--- src/rtl/regfile_ctl.sv ---
// regfile_ctl: parametrised general-purpose register file for the single-cycle
// CPU datapath.
//
// Ports:
//   clk, rst            clock and synchronous active-high reset
//   we, waddr, wdata    write port; freeze holds off every write while high
//   raddr1/2, rdata1/2  combinational read ports (optional write bypass)
//   busy                high while the reset initialisation sequence runs
//   wr_valid            one-cycle pulse after each committed write
//   last_waddr/wdata    address and data of the most recent committed write
//   dbg_scan_en         1 = debug port follows the auto-scan counter
//   dbg_addr            manual debug address (used when dbg_scan_en = 0)
//   dbg_idx, dbg_data   register shown on the debug port and its contents
//
// Write-report protocol: wr_valid is a pure valid strobe with no ready
// (the consumer cannot stall it). When wr_valid is high, last_waddr and
// last_wdata describe the write that committed on the previous rising edge;
// back-to-back commits keep wr_valid high with fresh data each cycle.
// last_* hold their value while wr_valid is low.
//
// The FSM state is observable through busy (busy = state is INIT).

module regfile_ctl #(
  parameter int DATA_W    = 32,
  parameter int NREGS     = 32,
  parameter int ADDR_W    = 5,
  parameter int INIT_MODE = 1,
  parameter int BYPASS    = 1,
  parameter int SCAN_DIV  = 4
) (
  input  logic              clk,
  input  logic              rst,
  input  logic              we,
  input  logic [ADDR_W-1:0] waddr,
  input  logic [DATA_W-1:0] wdata,
  input  logic              freeze,
  input  logic [ADDR_W-1:0] raddr1,
  input  logic [ADDR_W-1:0] raddr2,
  output logic [DATA_W-1:0] rdata1,
  output logic [DATA_W-1:0] rdata2,
  output logic              busy,
  output logic              wr_valid,
  output logic [ADDR_W-1:0] last_waddr,
  output logic [DATA_W-1:0] last_wdata,
  input  logic              dbg_scan_en,
  input  logic [ADDR_W-1:0] dbg_addr,
  output logic [ADDR_W-1:0] dbg_idx,
  output logic [DATA_W-1:0] dbg_data
);

  localparam int DIV_W = (SCAN_DIV > 1) ? $clog2(SCAN_DIV) : 1;
  localparam logic [ADDR_W-1:0] LAST_IDX = ADDR_W'(NREGS - 1);
  localparam logic [DIV_W-1:0]  DIV_LAST = DIV_W'(SCAN_DIV - 1);

  typedef enum logic {
    ST_INIT = 1'b0,
    ST_RUN  = 1'b1
  } state_t;

  state_t            state;
  logic [ADDR_W-1:0] init_cnt;
  logic [DATA_W-1:0] rf [NREGS];
  logic [DATA_W-1:0] init_val;
  logic              commit;

  logic [ADDR_W-1:0] scan_idx;
  logic [DIV_W-1:0]  div_cnt;

  // Register 0 is hard-wired to zero, so writes to it never commit.
  assign commit = (state == ST_RUN) && we && !freeze && (waddr != '0);

  assign busy = (state == ST_INIT);

  always_comb begin
    init_val = '0;
    if (INIT_MODE != 0) init_val = DATA_W'(init_cnt);
  end

  // Sequencer, register array and write report. The array itself is not
  // reset: the INIT sequence walks every entry once after reset is released.
  always_ff @(posedge clk) begin
    if (rst) begin
      state      <= ST_INIT;
      init_cnt   <= '0;
      wr_valid   <= 1'b0;
      last_waddr <= '0;
      last_wdata <= '0;
    end else begin
      case (state)
        ST_INIT: begin
          wr_valid     <= 1'b0;
          rf[init_cnt] <= init_val;
          init_cnt     <= init_cnt + 1'b1;
          if (init_cnt == LAST_IDX) state <= ST_RUN;
        end
        ST_RUN: begin
          if (commit) begin
            rf[waddr]  <= wdata;
            wr_valid   <= 1'b1;
            last_waddr <= waddr;
            last_wdata <= wdata;
          end else begin
            wr_valid <= 1'b0;
          end
        end
        default: state <= ST_INIT;
      endcase
    end
  end

  // Read port 1: zero register, then busy blanking, then bypass, then array.
  always_comb begin
    rdata1 = '0;
    if (raddr1 == '0 || busy) rdata1 = '0;
    else if ((BYPASS != 0) && commit && (waddr == raddr1)) rdata1 = wdata;
    else rdata1 = rf[raddr1];
  end

  always_comb begin
    rdata2 = '0;
    if (raddr2 == '0 || busy) rdata2 = '0;
    else if ((BYPASS != 0) && commit && (waddr == raddr2)) rdata2 = wdata;
    else rdata2 = rf[raddr2];
  end

  // Auto-scan for the board display. Scanning keeps running during INIT so
  // the display shows initialisation progress.
  always_ff @(posedge clk) begin
    if (rst) begin
      scan_idx <= '0;
      div_cnt  <= '0;
    end else if (dbg_scan_en) begin
      if (div_cnt == DIV_LAST) begin
        div_cnt  <= '0;
        scan_idx <= scan_idx + 1'b1;  // NREGS is a power of two: wraps naturally
      end else begin
        div_cnt <= div_cnt + 1'b1;
      end
    end else begin
      div_cnt <= '0;
    end
  end

  assign dbg_idx = dbg_scan_en ? scan_idx : dbg_addr;

  // No bypass and no busy blanking: the display shows raw array contents.
  always_comb begin
    dbg_data = '0;
    if (dbg_idx != '0) dbg_data = rf[dbg_idx];
  end

endmodule
--- config.mk ---
export PLATFORM = sky130hd
export DESIGN_NAME = regfile_ctl
export DESIGN_NICKNAME = d
export VERILOG_FILES = /design/src/rtl/regfile_ctl.sv
export SDC_FILE = /design/constraint.sdc
export NUM_CORES = 2
export LEC_CHECK = 0
export BUFFER_PORTS_ARGS = -buffer_cell sky130_fd_sc_hd__buf_2
export CORE_MARGIN = 2
export CORE_UTILIZATION = 52
export DETAILED_ROUTE_END_ITERATION = 6
export PLACE_DENSITY_LB_ADDON = 0.15
export RECOVER_POWER = 100
export SETUP_SLACK_MARGIN = 0.05
export SYNTH_ARGS = -nofsm -noshare
export SYNTH_HDL_FRONTEND = slang
export SYNTH_SLANG_ARGS = --single-unit
--- constraint.sdc ---
create_clock -name clk -period 4.7 [get_ports clk]
set_input_delay 0.47 -clock clk [delete_from_list [all_inputs] [get_ports clk]]
set_output_delay 0.47 -clock clk [all_outputs]
set_load 0.02 [all_outputs]
* After elaboration in Yosys (flattened, before gate mapping)
Memory sizes are Yosys's and may differ from the RTL's. Index checks and enable logic that the tools add are counted.
Storage, ports and cells: register bits 51, RAM bits 1024, memories kept 1, word-level logic and storage cells 52, bits in latches 0, bits in read-only memories 0
Memories:
- rf | depth 32, bits a word 32, read ports 3, clocked after memory_dff 0, write ports 1, line 62 | logic [DATA_W-1:0] rf [NREGS];
Cells by class: reductions and logical operators 16, muxes and demuxes 19, bitwise gates (word level) 2, divide/modulo/power cells 0, order comparisons 0, shifts and indexed selects 0, multipliers 0, equal/unequal tests 4, $add $sub $neg 3
Operator list (number):
- $mux W32 | 6
- $reduce_or A32 Y1 | 1
- $add A5 B1 Y5 const B | 2
- $eq A5 B5 Y1 | 2
- $logic_not A5 Y1 | 2
- $mux W1 | 10
- $mux W5 | 2
- $reduce_bool A5 Y1 | 2
- $eq A5 B5 Y1 const B | 1
- $logic_and A1 B1 Y1 | 5
- $reduce_and A2 Y1 | 2
- $reduce_or A3 Y1 | 1
- $add A2 B1 Y2 const B | 1
- $eq A2 B2 Y1 const B | 1
- $logic_or A1 B1 Y1 | 2
- $not A1 Y1 | 2
- $pmux W1 S2 | 1
- $logic_not A1 Y1 | 1

* Depth between registers and ports, before layout
word-level depth 9, mapped depth 11, gate-level depth less buffers 7

* Worst setup path after synthesis
No wires, ideal clock.
path type input port to flip-flop, from input waddr[0], to memory rf[0][0], enable pin, setup slack 965 ps, arrival 3314 ps, library setup time 421 ps, stages on the path 8, path buffers 2, path through clkbuf_1 nor3_1 a211oi_1 clkbuf_1 nand2_1 o31ai_1 nand2_1 nor2_1
On the way: cells in the longest elaborated chain, start to end 8, elaborated cells on any way between the ends 9, classes of those cells mux (6); reduce/logical (3)
Ends and longest elaborated chain:
- start, declared | line 34 | input logic [ADDR_W-1:0] waddr,
- $reduce_bool A5 Y1 | line 70 | assign commit = (state == ST_RUN) && we && !freeze && (waddr != '0);
- $logic_and A1 B1 Y1 | line 70
- $mux W1 | line 97 | if (commit) begin
- $mux W1 | line 89 | case (state)
- $mux W1 | line 82 | if (rst) begin
- $mux W1 (implied by the code) | line 98 | rf[waddr] <= wdata;
- $reduce_or A32 Y1 (no source line)
- $mux W5 (no source line) / $mux W1 (equally long branches)
- end, declared | line 62
Parallel ways exist; a longest one is shown, timed or not.

* Final worst setup path
from register state, to memory rf[13][16], enable pin
On the way: cells in the longest elaborated chain, start to end 9, elaborated cells on any way between the ends 13, classes of those cells mux (9); reduce/logical (4)
Ends and longest elaborated chain:
- start, declared | line 60 | state_t state;
- start signal, assigned | line 83 | state <= ST_INIT;
- start signal, assigned | line 94 | if (init_cnt == LAST_IDX) state <= ST_RUN;
- start signal, assigned | line 106 | default: state <= ST_INIT;
- $logic_and A1 B1 Y1 (3 in series) | line 70
- $mux W1 | line 97
- $mux W1 | line 89
- $mux W1 | line 82
- $mux W1 (implied by the code) | line 98
- $reduce_or A32 Y1 (no source line)
- $mux W5 (no source line) / $mux W1 (equally long branches)
Parallel ways exist; a longest one is shown, timed or not.

==> metrics.md <==
| Metric | Value |
|---|---|
| R2r endpoint | rf[13][16] |
| Pre-CTS setup slack | 574.7 ps |
| Via density | 7.614 |
| Maxcap violations | 14 |
| Slew margin rel. | -1.114 |
| Peak supply drop | 0.0002839 V |
| Critical path's slowest cell | clkbuf_1 |
| Mapped Cells | approximately 4100 |
| Largest net degree at the start of global routing | 82 |
| Psw | between 5 and 6 mW |
| Port Buf Inserts | 196 |
| Sequential group share of total power | 0.480 |
| Ys Warns | 0 |
| Crit end category | flop |
| FF-to-FF path depth | 9 |
| Final setup fails | 0 |
| Antenna-violating nets left | 0 |
| DRT Pass-1 Iters | 6 |
| Clock period minus worst slack | around 4700 ps |
| Count leader, synth | edfxtp_1 |
| Sequential area share after synthesis | 0.5372 |
| Fmax | 214.7 MHz |
| Worst-path clk slew | 70 ps |
| Required time worst endpoint | 5000 ps |
| Area growth syn-to-layout | 11.87% |
| Flop2flop setup slack | around 42 ps |
| DR WL/cell | between 30 and 40 um |
| Num CTS Buffers | 113 |
| Switching portion of total power | 0.2498 |
| Worst EP arrival | 4960 ps |
| Top cell type's share of synthesized area | 0.5200 |
| Buffer depth of the longest clock path | 3 |
| # DRC | 0 |
| Post-synth top flop | edfxtp_1 |
| Clock latency on the worst-skew pair | approximately 720 ps |
| Worst path max stage delay | 1000 ps |
| Most frequent cells after synthesis | edfxtp_1, nand2_1, mux4_2 |
| Starting Density | 0.5249 |
| Hold Path Sink | last_wdata[3] |
| Mapped Avg Cell Area | roughly 15 um^2 |
| RSZ-0062 raised after global routing | false |
| Hold Crit Start | wdata[3] |
| Fin Clk Skew | 34.25 ps |
| Post-Syn Area | 59140 um^2 |
| Die Area | 116400 um^2 |
| Pins Over Slew Limit | between 400 and 500 |
| Synth area leader | edfxtp_1 |
| # clock sinks | 1075 |
| Fin. Hold Viols | 0 |
| PwrDens | 329.6 nW/um^2 |
| CTS tree | done |
| Final worst slack | 41.94 ps |
| I/O pin cnt | 197 |
| Final core utilization | 0.5873 |
| Antenna violations before repair | 9 |
| Clock share of power | 0.413 |
| Sum Neg Setup Slack | 0 ps |
| Logic pwr share | 0.107 |
| Core area | 112700 um^2 |
| Root Driver | clkbuf_16 |
| Post-Syn Nets | 4116 |
| Layout cells sized above 1 | 0.2582 |
| Most used cell, CP | nand3b_1 |
| Vias in the first global route | a little over 40000 |
| Cell internal pwr | ~16 mW |
| Global-route wire length before repair | 309300 um |
| HPWL after DPL | 125900 um |
| Period utilization | 0.9911 |
| Hold Crit Class | in2reg |
| FF+latch count, synth | 1075 |
| Worst setup SP type | flop |
| WS Path Type | reg2reg |
| Async set or reset register ratio after synthesis | 0 |
| Min Hold Slack | 24.50 ps |
| Worst-path maximum fanout | 26 |
| Fillers | 8693 |
| Top cells by area, synth | edfxtp_1, mux4_2, nand2_1 |
| Library cells used by synthesis | 60 |
| EDFF count, synth | 1024 |
| Worst Tran Pin Value | 3172 ps |
| Height of the die | 341.2 um |
| Min-Delay Path Depth | 3 |
| Failing checks | capacitance limit, slew limit |
| Final Power | between 20 and 25 mW |
| # H-tree levels | 3 |
| Num rows | 123 |
| Setup repair bufs after CTS | 0 |
| Final weighted congestion in routability-driven placement | about 0.87 |
| Top Family by Delay on Critical Path | buffers and inverters |
| Fin nets | roughly 4200 |
| RR Startpoint | state |
| Vias | 44060 |
| Die span in x | 341.2 um |
| Gr ovfl total | 0 |
| Status | finished, violations left |
| Leakage | 22.69 nW |
| Cells along the critical path | nand3b_1 > a211oi_1 > clkbuf_1 > buf_4 > nand3b_1 > o21ai_0 > nand2_1 > nor2_4 > buf_2 |
| Final wirelength | 219700 um |
| Initial DRC Count | 7667 |
| Total GRT Usage | 0.3750 |
| WP buf/inv | 3 |
-- layout by cell type (no fill, tap or decap), types with 35 or more instances in the layout --
| master | netlist | final |
|---|---|---|
| edfxtp_1 | 1024 | 1024 |
| nand2_1 | 662 | 662 |
| mux4_2 | 597 | 597 |
| nand3_1 | 248 | 248 |
| mux2i_1 | 234 | 232 |
| clkbuf_1 | 207 | 140 |
| clkbuf_16 | 0 | 113 |
| a21oi_1 | 107 | 106 |
| buf_4 | 33 | 97 |
| a32oi_1 | 92 | 90 |
| a221oi_1 | 88 | 88 |
| buf_2 | 75 | 74 |
| o21ai_0 | 54 | 53 |
| dfxtp_1 | 51 | 51 |
| a221o_1 | 48 | 48 |
| buf_12 | 0 | 46 |
| o32ai_1 | 44 | 44 |
| nor2_1 | 71 | 42 |
| nor2b_1 | 37 | 35 |
-- worst min-delay path: stages --
cell and delay [ps]:
buf_2 120, nand2_1 60, a21oi_1 50
-- through the flow --
stage / area, um^2 / cells
after global placement: 62900 / 5562
after CTS: 66650 / 5784
after floorplan: 59140 / 4055
after global routing: 66150 / 5784
final: 66160 / 5787
after detailed placement: 62900 / 5562
-- area by class of cell --
type                       instances  area [um^2]  share of cell area
multi-input combinational       2580        25870              0.3911
antenna                            3        7.507           0.0001135
clock buffer                     140         2999             0.04533
tap                             1500         1877             0.02837
timing repair buffer             393         2858             0.04320
clock inverter                    76        683.2             0.01033
inverter                          20        90.09            0.001362
sequential                      1075        31770              0.4802
-- worst max-delay path by stage --
stage	cells after the start	slack (ps)	start	to
finish	9	40	state	rf[13][16]
global route	9	80	state	rf[18][14]
CTS	9	310	state	rdata2[17]
detailed placement	8	570	dbg_scan_en	dbg_data[4]
global placement	8	610	dbg_scan_en	dbg_data[4]
floorplan	8	960	waddr[0]	rf[0][0]
-- registers in the layout, summed over array words and instances, names as in the netlist --
| name | cells |
|---|---|
| rf | 1024 |
| last_wdata | 32 |
| init_cnt | 5 |
| last_waddr | 5 |
| scan_idx | 5 |
| div_cnt | 2 |
| state | 1 |
| wr_valid | 1 |
-- routing by layer --
metal | global-route usage | wire [um] | up-vias
met2 | 0.5515 | 96730 | 3996
li1 | - | - | 16940
met1 | 0.5234 | 78280 | 22440
met4 | 0.1698 | 11700 | 6
met5 | 0 | 47 | -
met3 | 0.1056 | 32990 | 683
-- power groups by stage --
stage | logic (mW) | clock network, mW | registers [mW]
after global placement | 2.29 | 0 | 10.7
after floorplan | 1.43 | 0 | 10.6
after CTS | 2.30 | 9.03 | 10.5
after detailed placement | 2.29 | 0 | 10.7
final | 2.34 | 9.01 | 10.5
after global routing | 2.41 | 9.42 | 10.5
-- timing repair --
action                                  CTS  global route
resized for setup                         0             0
hold buffers                              6             0
endpoints found under the hold margin     6             0
endpoints found under the setup margin    0             0
-- logic make-up (layout without fill, tap and decap cells) --
logic type,count (synthesis),in the layout,synth area share
AO/OA/AOI/OAI,590,590,0.07682
XOR/XNOR,16,16,0.002370
adder cells (fa/ha/maj),4,4,0.0008463
buffers and inverters,400,629,0.03114
flip-flops,1075,1075,0.5372
multiplexers,834,834,0.2675
other,0,3,0
AND/OR/NAND/NOR,1136,1136,0.08404
No activity file was read; power rests on OpenSTA's default activity.
